## config.mk

```make
export PLATFORM = sky130hd
export DESIGN_NAME = i2c_slv_ctrl
export DESIGN_NICKNAME = d
export VERILOG_FILES = /design/src/rtl/i2c_slv_ctrl.sv
export SDC_FILE = /design/constraint.sdc
export NUM_CORES = 1
export LEC_CHECK = 0
export BUFFER_PORTS_ARGS = -buffer_cell sky130_fd_sc_hd__buf_2
export CAP_MARGIN = 40
export CORE_ASPECT_RATIO = 0.7
export CORE_MARGIN = 2
export CORE_UTILIZATION = 57
export DETAILED_ROUTE_END_ITERATION = 10
export PLACE_DENSITY_LB_ADDON = 0.25
export SLEW_MARGIN = 10
export SYNTH_ARGS = -nofsm -noshare
export SYNTH_HDL_FRONTEND = slang
export SYNTH_SLANG_ARGS = --single-unit
```

## constraint.sdc

```tcl
create_clock -name clk -period 2.7 [get_ports clk]
set_input_delay 0.135 -clock clk [delete_from_list [all_inputs] [get_ports clk]]
set_output_delay 0.135 -clock clk [all_outputs]
set_load 0.05 [all_outputs]
```

## src/rtl/i2c_slv_ctrl.sv

```systemverilog
// I2C target byte engine: input filtering, START/STOP detection, 7-bit address match,
// ACK/NACK handshakes, RX FIFO pushes and TX FIFO reads with clock stretching.
module i2c_slv_ctrl #(
  parameter int FILT_LEN = 2
) (
  input  logic       clk,
  input  logic       rst,
  input  logic       cr_en,
  input  logic [6:0] slv_addr,
  input  logic       scl_i,
  input  logic       sda_i,
  output logic       scl_oe,
  output logic       sda_oe,
  input  logic       tx_fifo_empty,
  input  logic [7:0] tx_fifo_dout,
  output logic       tx_fifo_rd,
  input  logic       rx_fifo_full,
  output logic       rx_fifo_wr,
  output logic [7:0] rx_fifo_din,
  output logic       addressed,
  output logic       srw,
  output logic       start_det,
  output logic       stop_det,
  output logic       nack_det
);

  localparam logic [3:0] FILT_M1 = 4'(FILT_LEN - 1);

  typedef enum logic [2:0] {
    S_IDLE, S_ADDR, S_ADDR_ACK, S_RX, S_RX_ACK, S_TX, S_TX_ACK, S_WAIT_STOP
  } state_t;

  logic [1:0] scl_s_q, sda_s_q;
  logic [3:0] scl_cnt_q, sda_cnt_q;
  logic       scl_f_q, sda_f_q, scl_fd_q, sda_fd_q;

  state_t     state_q;
  logic [2:0] bit_cnt_q;
  logic [6:0] sr_q;
  logic       phase_q, ack_ok_q, stretch_q, scl_rel_q;
  logic       scl_oe_q, sda_oe_q, tx_rd_q, rx_wr_q, addr_q, srw_q;
  logic       start_q, stop_q, nack_q;
  logic [7:0] rx_din_q;

  logic scl_rise, scl_fall, sda_rise, sda_fall, start_c, stop_c, load_c;

  // A filtered level flips only after FILT_LEN consecutive differing samples
  always_ff @(posedge clk or posedge rst) begin
    if (rst) begin
      scl_s_q   <= 2'b11;
      sda_s_q   <= 2'b11;
      scl_cnt_q <= '0;
      sda_cnt_q <= '0;
      scl_f_q   <= 1'b1;
      sda_f_q   <= 1'b1;
      scl_fd_q  <= 1'b1;
      sda_fd_q  <= 1'b1;
    end else begin
      scl_s_q  <= {scl_s_q[0], scl_i};
      sda_s_q  <= {sda_s_q[0], sda_i};
      scl_fd_q <= scl_f_q;
      sda_fd_q <= sda_f_q;
      if (scl_s_q[1] == scl_f_q) begin
        scl_cnt_q <= '0;
      end else if (scl_cnt_q == FILT_M1) begin
        scl_f_q   <= scl_s_q[1];
        scl_cnt_q <= '0;
      end else begin
        scl_cnt_q <= scl_cnt_q + 4'd1;
      end
      if (sda_s_q[1] == sda_f_q) begin
        sda_cnt_q <= '0;
      end else if (sda_cnt_q == FILT_M1) begin
        sda_f_q   <= sda_s_q[1];
        sda_cnt_q <= '0;
      end else begin
        sda_cnt_q <= sda_cnt_q + 4'd1;
      end
    end
  end

  assign scl_rise = scl_f_q & ~scl_fd_q;
  assign scl_fall = ~scl_f_q & scl_fd_q;
  assign sda_rise = sda_f_q & ~sda_fd_q;
  assign sda_fall = ~sda_f_q & sda_fd_q;
  assign start_c  = sda_fall & scl_f_q;
  assign stop_c   = sda_rise & scl_f_q;
  // Byte load point: the SCL fall that closes the address ACK of a read or a master ACK
  assign load_c   = scl_fall & phase_q &
                    (((state_q == S_ADDR_ACK) & srw_q) | (state_q == S_TX_ACK));

  always_ff @(posedge clk or posedge rst) begin
    if (rst) begin
      state_q   <= S_IDLE;
      bit_cnt_q <= '0;
      sr_q      <= '0;
      phase_q   <= 1'b0;
      ack_ok_q  <= 1'b0;
      stretch_q <= 1'b0;
      scl_rel_q <= 1'b0;
      scl_oe_q  <= 1'b0;
      sda_oe_q  <= 1'b0;
      tx_rd_q   <= 1'b0;
      rx_wr_q   <= 1'b0;
      rx_din_q  <= '0;
      addr_q    <= 1'b0;
      srw_q     <= 1'b0;
      start_q   <= 1'b0;
      stop_q    <= 1'b0;
      nack_q    <= 1'b0;
    end else begin
      start_q <= 1'b0;
      stop_q  <= 1'b0;
      nack_q  <= 1'b0;
      tx_rd_q <= 1'b0;
      rx_wr_q <= 1'b0;
      if (!cr_en || stop_c) begin
        state_q   <= S_IDLE;
        stop_q    <= cr_en;
        addr_q    <= 1'b0;
        sda_oe_q  <= 1'b0;
        scl_oe_q  <= 1'b0;
        stretch_q <= 1'b0;
        scl_rel_q <= 1'b0;
      end else if (start_c) begin
        state_q   <= S_ADDR;
        start_q   <= 1'b1;
        addr_q    <= 1'b0;
        bit_cnt_q <= '0;
        sda_oe_q  <= 1'b0;
        scl_oe_q  <= 1'b0;
        stretch_q <= 1'b0;
        scl_rel_q <= 1'b0;
      end else begin
        case (state_q)
          S_ADDR: if (scl_rise) begin
            sr_q      <= {sr_q[5:0], sda_f_q};
            bit_cnt_q <= bit_cnt_q + 3'd1;
            if (bit_cnt_q == 3'd7) begin
              if (sr_q == slv_addr) begin
                srw_q   <= sda_f_q;
                phase_q <= 1'b0;
                state_q <= S_ADDR_ACK;
              end else begin
                state_q <= S_WAIT_STOP;
              end
            end
          end
          S_ADDR_ACK: if (scl_fall) begin
            if (!phase_q) begin
              sda_oe_q <= 1'b1;
              addr_q   <= 1'b1;
              phase_q  <= 1'b1;
            end else if (!srw_q) begin
              sda_oe_q  <= 1'b0;
              bit_cnt_q <= '0;
              state_q   <= S_RX;
            end
          end
          S_RX: if (scl_rise) begin
            sr_q      <= {sr_q[5:0], sda_f_q};
            bit_cnt_q <= bit_cnt_q + 3'd1;
            if (bit_cnt_q == 3'd7) begin
              state_q  <= S_RX_ACK;
              phase_q  <= 1'b0;
              ack_ok_q <= ~rx_fifo_full;
              if (!rx_fifo_full) begin
                rx_wr_q  <= 1'b1;
                rx_din_q <= {sr_q, sda_f_q};
              end
            end
          end
          S_RX_ACK: if (scl_fall) begin
            if (!phase_q) begin
              sda_oe_q <= ack_ok_q;
              phase_q  <= 1'b1;
            end else begin
              sda_oe_q  <= 1'b0;
              bit_cnt_q <= '0;
              state_q   <= S_RX;
            end
          end
          S_TX: if (stretch_q) begin
            // SCL is held one extra cycle so the MSB settles before the master resumes
            if (scl_rel_q) begin
              scl_oe_q  <= 1'b0;
              scl_rel_q <= 1'b0;
              stretch_q <= 1'b0;
            end else if (!tx_fifo_empty) begin
              tx_rd_q   <= 1'b1;
              sr_q      <= tx_fifo_dout[6:0];
              sda_oe_q  <= ~tx_fifo_dout[7];
              scl_rel_q <= 1'b1;
            end
          end else if (scl_fall) begin
            if (bit_cnt_q == 3'd7) begin
              sda_oe_q <= 1'b0;
              phase_q  <= 1'b0;
              state_q  <= S_TX_ACK;
            end else begin
              bit_cnt_q <= bit_cnt_q + 3'd1;
              sr_q      <= {sr_q[5:0], 1'b0};
              sda_oe_q  <= ~sr_q[6];
            end
          end
          S_TX_ACK: if (scl_rise && !phase_q) begin
            if (sda_f_q) begin
              nack_q  <= 1'b1;
              state_q <= S_WAIT_STOP;
            end else begin
              phase_q <= 1'b1;
            end
          end
          default: ;
        endcase
        if (load_c) begin
          state_q   <= S_TX;
          bit_cnt_q <= '0;
          phase_q   <= 1'b0;
          if (!tx_fifo_empty) begin
            tx_rd_q  <= 1'b1;
            sr_q     <= tx_fifo_dout[6:0];
            sda_oe_q <= ~tx_fifo_dout[7];
          end else begin
            sda_oe_q  <= 1'b0;
            scl_oe_q  <= 1'b1;
            stretch_q <= 1'b1;
          end
        end
      end
    end
  end

  assign scl_oe      = scl_oe_q;
  assign sda_oe      = sda_oe_q;
  assign tx_fifo_rd  = tx_rd_q;
  assign rx_fifo_wr  = rx_wr_q;
  assign rx_fifo_din = rx_din_q;
  assign addressed   = addr_q;
  assign srw         = srw_q;
  assign start_det   = start_q;
  assign stop_det    = stop_q;
  assign nack_det    = nack_q;

endmodule

```

==> results.py, run 1 <==
metrics = {
    "worst_setup_path": {
        "cp-start-kind": "flop",
        "arrival_ps": 2320,
        "end_kind": "flop",
        "required_ps": 2900,
        "critical_path_class": "reg -> reg",
        "cp_max_fo": 5,
    },
    "routing": {
        "drc_errors": 0,
        "vias_per_cell": 6.054,
        "first_iter_violations": 263,
        "drtPass1Iterations": 5,
        "routed_wl_mm": 5.620,
        "wl_per_cell_um": 15.97,
        "routed-via-count": 2131,
        "antenna_left": 0,
    },
    "clocking": {
        "cts_htree_levels": 2,
        "cts_buffer_depth": 2,
        "clock_latency_ps": 310,
        "cts_tree": "done",
        "post_cts_buffers": 0,
        "cts_made_buffers": 5,
        "cts_resized": 0,
        "clkTransAtPathRegs_ps": 90,
        "clock-root-buffer": "clkbuf_8",
        "clock_sinks": 50,
    },
    "timing": {
        "finClkSkew_ps": 8.918,
        "worst_pin_slew_ps": 656.8,
        "rsz0062_at_grt": "false",
        "hold_violations": 0,
        "fin_setup_tns_ps": 0,
        "fin_ws_ps": 574.9,
        "relSlewSlack": 0.5621,
        "fmax_ghz": 0.4706,
        "setup-violations-final": 0,
        "min_period_ps": 2125,
        "min_period_over_period": 0.7871,
        "final-max-slew-violation-count": 0,
    },
    "place": {
        "gp_congestion": 0.9639,
        "io_buffers": 38,
        "post-place-ws_ps": 586.1,
        "dp_hpwl_mm": 4.058,
    },
    "synth": {
        "synth_top_area_cell": "dfrtp_1",
        "async_flop_share": 1.000,
        "synth_top_area_share": 0.3964,
        "synth_warnings": 0,
        "synth_area_leaders": "dfrtp_1 40%, dfstp_2 7.9%, mux2_2 4.2%",
        "synthCells": 256,
        "synth_flop_cell": "dfrtp_1",
        "synth_area_per_cell_um2": 10.36,
        "synth-seq-cells": 50,
        "synthTopCellsByCount": "42 x dfrtp_1, 23 x nor2_1, 14 x nand2_1",
        "synth_area_mm2": 0.002651,
        "synth_edf_count": 0,
        "ys_seq_area_frac": 0.4757,
        "synth_cell_type_count": 61,
        "synth_nets": 284,
        "synth_most_common_cell": "dfrtp_1",
    },
    "floorplan": {
        "pin_count": 39,
        "dieArea_mm2": 0.005222,
        "num_rows": 20,
        "die_h_um": 61.06,
        "dieWidth_um": 85.52,
        "core_area_mm2": 0.004404,
        "start_util": 0.6020,
    },
    "status": {
        "status": "finished clean",
    },
    "pwr": {
        "clockPowerShare": 0.173,
        "power.density_mw_per_mm2": 899.1,
        "p_sw_mw": 1.139,
        "vdd_drop_max_v": 0.0007753,
        "power_frac_seq": 0.444,
        "pwr-share-comb": 0.383,
        "p_sw_frac": 0.4192,
        "leakage_nw": 1.412,
        "intPower_mw": 1.579,
    },
    "worst_hold_path": {
        "hp-class": "in -> reg",
    },
    "global_route": {
        "grtUsageTotal": 0.2390,
        "grt_pass1_wl_mm": 9.556,
        "grt_max_degree": 27,
        "grt_pass1_vias": 1999,
        "overflow": 0,
        "antenna_found_initial": 0,
    },
    "layout": {
        "nets": 324,
        "multi_input_area_mm2": 0.001282,
        "synthToLayoutAreaGrowth_pct": 14.02,
        "drive_gt1_frac": 0.2727,
        "seq_area_mm2": 0.001261,
        "antennaDiodeCount": 0,
        "fill_cells": 331,
    },
    "job": {
        "maxCapViolCount": 0,
    },
}
layout make-up:
cell class / count / area share
multi-input combinational: 183 / 0.4243
clock buffer: 6 / 0.02732
timing repair buffer: 45 / 0.08940
clock inverter: 2 / 0.005381
sequential: 50 / 0.4172
inverter: 11 / 0.01366
tap: 55 / 0.02276
cell families after synthesis:
group	count (synthesis)	synth area share
DFF	50	0.4757
and+or+nand+nor	87	0.1807
xor gates and xnor gates	14	0.04908
adders and majority gates	6	0.02831
buffers and inverters	23	0.04058
muxes	13	0.05474
AOI/OAI and AO/OA	63	0.1708
layout by cell type, fill, tap and decap left out, types with 4 or more instances in the layout:
| cell | n |
|---|---|
| dfrtp_1 | 42 |
| buf_2 | 38 |
| nor2_1 | 23 |
| nand2_1 | 14 |
| o21ai_0 | 12 |
| a21oi_1 | 10 |
| mux2_2 | 10 |
| inv_1 | 9 |
| dfstp_2 | 8 |
| nand2b_1 | 7 |
| xor2_1 | 7 |
| o2bb2ai_1 | 7 |
| nor3_1 | 6 |
| xnor2_1 | 6 |
| a22oi_1 | 6 |
| ha_1 | 6 |
| clkbuf_8 | 6 |
| nand3_1 | 5 |
| nor4_1 | 5 |
| nand3b_1 | 4 |
| nor2b_1 | 4 |
power groups by stage:
| stage | logic (mW) | clock network, mW | registers [mW] |
|---|---|---|---|
| 6_report | 1.04 | 0.469 | 1.21 |
| 5_1_grt | 1.17 | 0.511 | 1.24 |
| 4_1_cts | 1.03 | 0.481 | 1.20 |
| 3_5_place_dp | 1.02 | 0 | 1.21 |
| 3_3_place_gp | 1.01 | 0 | 1.21 |
| 2_1_floorplan | 0.936 | 0 | 1.06 |
worst max-delay path, stage by stage, from the launching register on:
cell	delay [ps]
dfrtp_1	410
ha_1	200
ha_1	220
and3b_1	200
o32ai_2	390
o211ai_2	160
o21ai_2	90
mux2_1	340
flip-flops by register name (all words and copies together), names as in the netlist, 2 cells and up:
name         count
bit_cnt_q        3
rx_fifo_din      8
scl_cnt_q        4
scl_s_q          2
sda_cnt_q        4
sda_s_q          2
sr_q             7
state_q          3
layer usage:
metal | up-vias | part of all wire | global-route usage
met5 | - | 0 | 0
met4 | 0 | 0.0089 | 0.07937
met3 | 8 | 0.089 | 0.05630
met2 | 114 | 0.42 | 0.3371
met1 | 1012 | 0.48 | 0.3660
li1 | 997 | - | -
repair_timing:
item / in CTS / in global routing
hold endpoints to repair: 19 / 0
endpoints found under the setup margin: 0 / 0
hold buffers: 3 / 0
stage by stage:
step / hold WS (ps) / total power, mW / std cells / area (um^2) / utilization
2_1_floorplan: 139.5 / 1.998 / 256 / 2651 / -
3_3_place_gp: 240.3 / 2.211 / 340 / 2867 / 0.6509
3_5_place_dp: 226.5 / 2.231 / 341 / 2894 / 0.6571
4_1_cts: 63.44 / 2.707 / 352 / 3023 / 0.6864
5_1_grt: 65.56 / 2.916 / 352 / 3023 / 0.6864
6_report: 79.03 / 2.718 / 352 / 3023 / 0.6864
path summary, 6_finish.rpt:
kind | depth (start not counted) | slack (ps) | from | end
hold reg to reg | 0 | 360 | scl_s_q[0] | scl_s_q[1]
max in group asynchronous | 4 | 1770 | rst | state_q[2]
hold / removal | 2 | 80 | rx_fifo_full | rx_fifo_wr
setup reg to reg | 7 | 570 | bit_cnt_q[0] | state_q[0]
setup / recovery | 7 | 570 | bit_cnt_q[0] | state_q[0]
min in group asynchronous | 3 | 420 | rst | rx_fifo_din[0]
Note: power is estimated with default switching activity, not from simulation.
==> inputs of run 2 (changes only) <==
==> constraint.sdc (replaced) <==
create_clock -name clk -period 2.1 [get_ports clk]
set_input_delay 0.105 -clock clk [delete_from_list [all_inputs] [get_ports clk]]
set_output_delay 0.105 -clock clk [all_outputs]
set_load 0.05 [all_outputs]
==> run 2 against run 1 <==
  * Core utilization is 2.9 points higher
  * Combinational power is 62% higher
  * Worst hold slack worse by 9.7 ps
  * Critical path type unchanged
  * Critical endpoint unchanged
  * Largest cell class unchanged
  * Highest routed layer unchanged
==> results.py, run 2 (same netlist as run 1, synthesis figures left out) <==
metrics = {
    "worst_setup_path": {
        "ff2ff_path_depth": 7,
        "r2r_slack_ps": 50,
        "end_kind": "flop",
        "critical_path_class": "reg -> reg",
        "r2r-start": "bit_cnt_q[0]",
        "cp-start-kind": "flop",
        "required_ps": 2320,
        "crit_end": "state_q[0]",
        "r2r_end": "state_q[0]",
        "cp_max_fo": 5,
        "arrival_ps": 2270,
        "critPathLaunch": "bit_cnt_q[0]",
    },
    "layout": {
        "largest_reg_flops": 8,
        "fill_cells": 317,
        "antennaDiodeCount": 0,
        "layout_commonest_cell": "dfrtp_1",
        "synthToLayoutAreaGrowth_pct": 18.83,
        "drive_gt1_frac": 0.3237,
        "most-common-layout-cells": "42 x dfrtp_1, 38 x buf_2, 23 x nor2_1",
        "nets": 339,
    },
    "pwr": {
        "power.density_mw_per_mm2": 1199,
        "total_power_mw": 3.779,
        "leakage_nw": 1.481,
        "vdd_drop_max_v": 0.0008923,
    },
    "timing": {
        "hold_violations": 0,
        "finClkSkew_ps": 9.930,
        "final-max-slew-violation-count": 0,
        "min_period_over_period": 0.9754,
        "holdWs_ps": 69.28,
        "min_period_ps": 2048,
        "fmax_ghz": 0.4882,
        "worst_pin_slew_ps": 639.5,
        "setup-violations-final": 0,
        "relSlewSlack": 0.5708,
    },
    "global_route": {
        "grt_pass1_vias": 2119,
        "grtUsageTotal": 0.2662,
        "overflow": 0,
        "grt_pass1_wl_mm": 10.52,
        "grt_max_degree": 23,
        "antenna_found_initial": 0,
    },
    "clocking": {
        "clkTransAtPathRegs_ps": 100,
        "clock_latency_ps": 320,
        "clock_sinks": 50,
        "cts_htree_levels": 2,
        "cts_buffer_depth": 2,
        "cts_tree": "done",
        "clock-root-buffer": "clkbuf_8",
        "cts_made_buffers": 5,
    },
    "floorplan": {
        "pin_count": 39,
        "dieWidth_um": 85.52,
        "num_rows": 20,
        "start_util": 0.6020,
        "die_h_um": 61.06,
        "dieArea_mm2": 0.005222,
        "core_area_mm2": 0.004404,
    },
    "worst_hold_path": {
        "hp-class": "in -> reg",
    },
    "status": {
        "status": "finished clean",
    },
    "routing": {
        "drc_errors": 0,
        "antenna_left": 0,
        "drtPass1Iterations": 6,
        "routed_wl_mm": 6.546,
        "routed-via-count": 2290,
        "wl_per_cell_um": 17.84,
        "vias_per_cell": 6.240,
        "first_iter_violations": 239,
    },
    "place": {
        "dp_hpwl_mm": 4.645,
        "gp_congestion": 0.9701,
        "io_buffers": 38,
    },
    "job": {
        "maxCapViolCount": 0,
    },
}
[run 2: how the worst min path moves through the flow]
stage	startpoint	slack, ps	depth (start not counted)	to
floorplan	scl_i	110	0	scl_s_q[0]
global placement	rst	130	2	rx_fifo_din[1]
detailed placement	rst	130	2	sda_cnt_q[1]
CTS	cr_en	50	3	start_det
global route	tx_fifo_empty	80	3	scl_oe
finish	cr_en	70	3	start_det
[run 2: repair_timing]
item                                    CTS  global route
buffers inserted                          0             3
resized for setup                         1             7
hold endpoints to repair                 18             0
hold buffers                              3             0
pin swaps                                 0             2
endpoints found under the setup margin    1            18
[run 2: cell type report]
type,count,area (um^2),share of cell area
clock inverter,3,28.78,0.009134
sequential,50,1261,0.4003
tap,55,68.82,0.02184
inverter,11,41.29,0.01311
multi-input combinational,183,1319,0.4186
timing repair buffer,60,362.8,0.1152
clock buffer,5,68.82,0.02184
[run 2: critical path, stage by stage (launching register included)]
cell	delay, ps
dfrtp_1	410
ha_2	200
ha_4	170
and3b_2	230
o32ai_4	380
o211ai_2	140
o21ai_2	100
mux2_4	310
[run 2: per-stage QoR]
stage / TNS (ps) / setup slack [ps] / cell area (um^2) / std cells / utilization
after CTS: 0 / 4.724 / 3103 / 364 / 0.7045
final: 0 / 51.56 / 3151 / 367 / 0.7153
after global placement: 0 / 63.28 / 2964 / 353 / 0.6730
after detailed placement: -11.43 / -11.43 / 2964 / 353 / 0.6730
after floorplan: 0 / 180.9 / 2651 / 256 / -
after global routing: -10.71 / -10.71 / 3151 / 367 / 0.7153
[run 2: routing by layer]
layer	vias to the layer above	routed length, um	track usage
li1	1035	-	-
met1	1107	2843	0.3962
met2	128	2935	0.3884
met3	20	609	0.05362
met4	0	158	0.1066
met5	-	0	0
[run 2: where the power goes]
part	leakage [nW]	internal [mW]	switching [mW]	total, mW
clock	0.0502	0.247	0.358	0.605
sequential	0.660	1.18	0.310	1.49
combinational	0.771	0.747	0.937	1.68
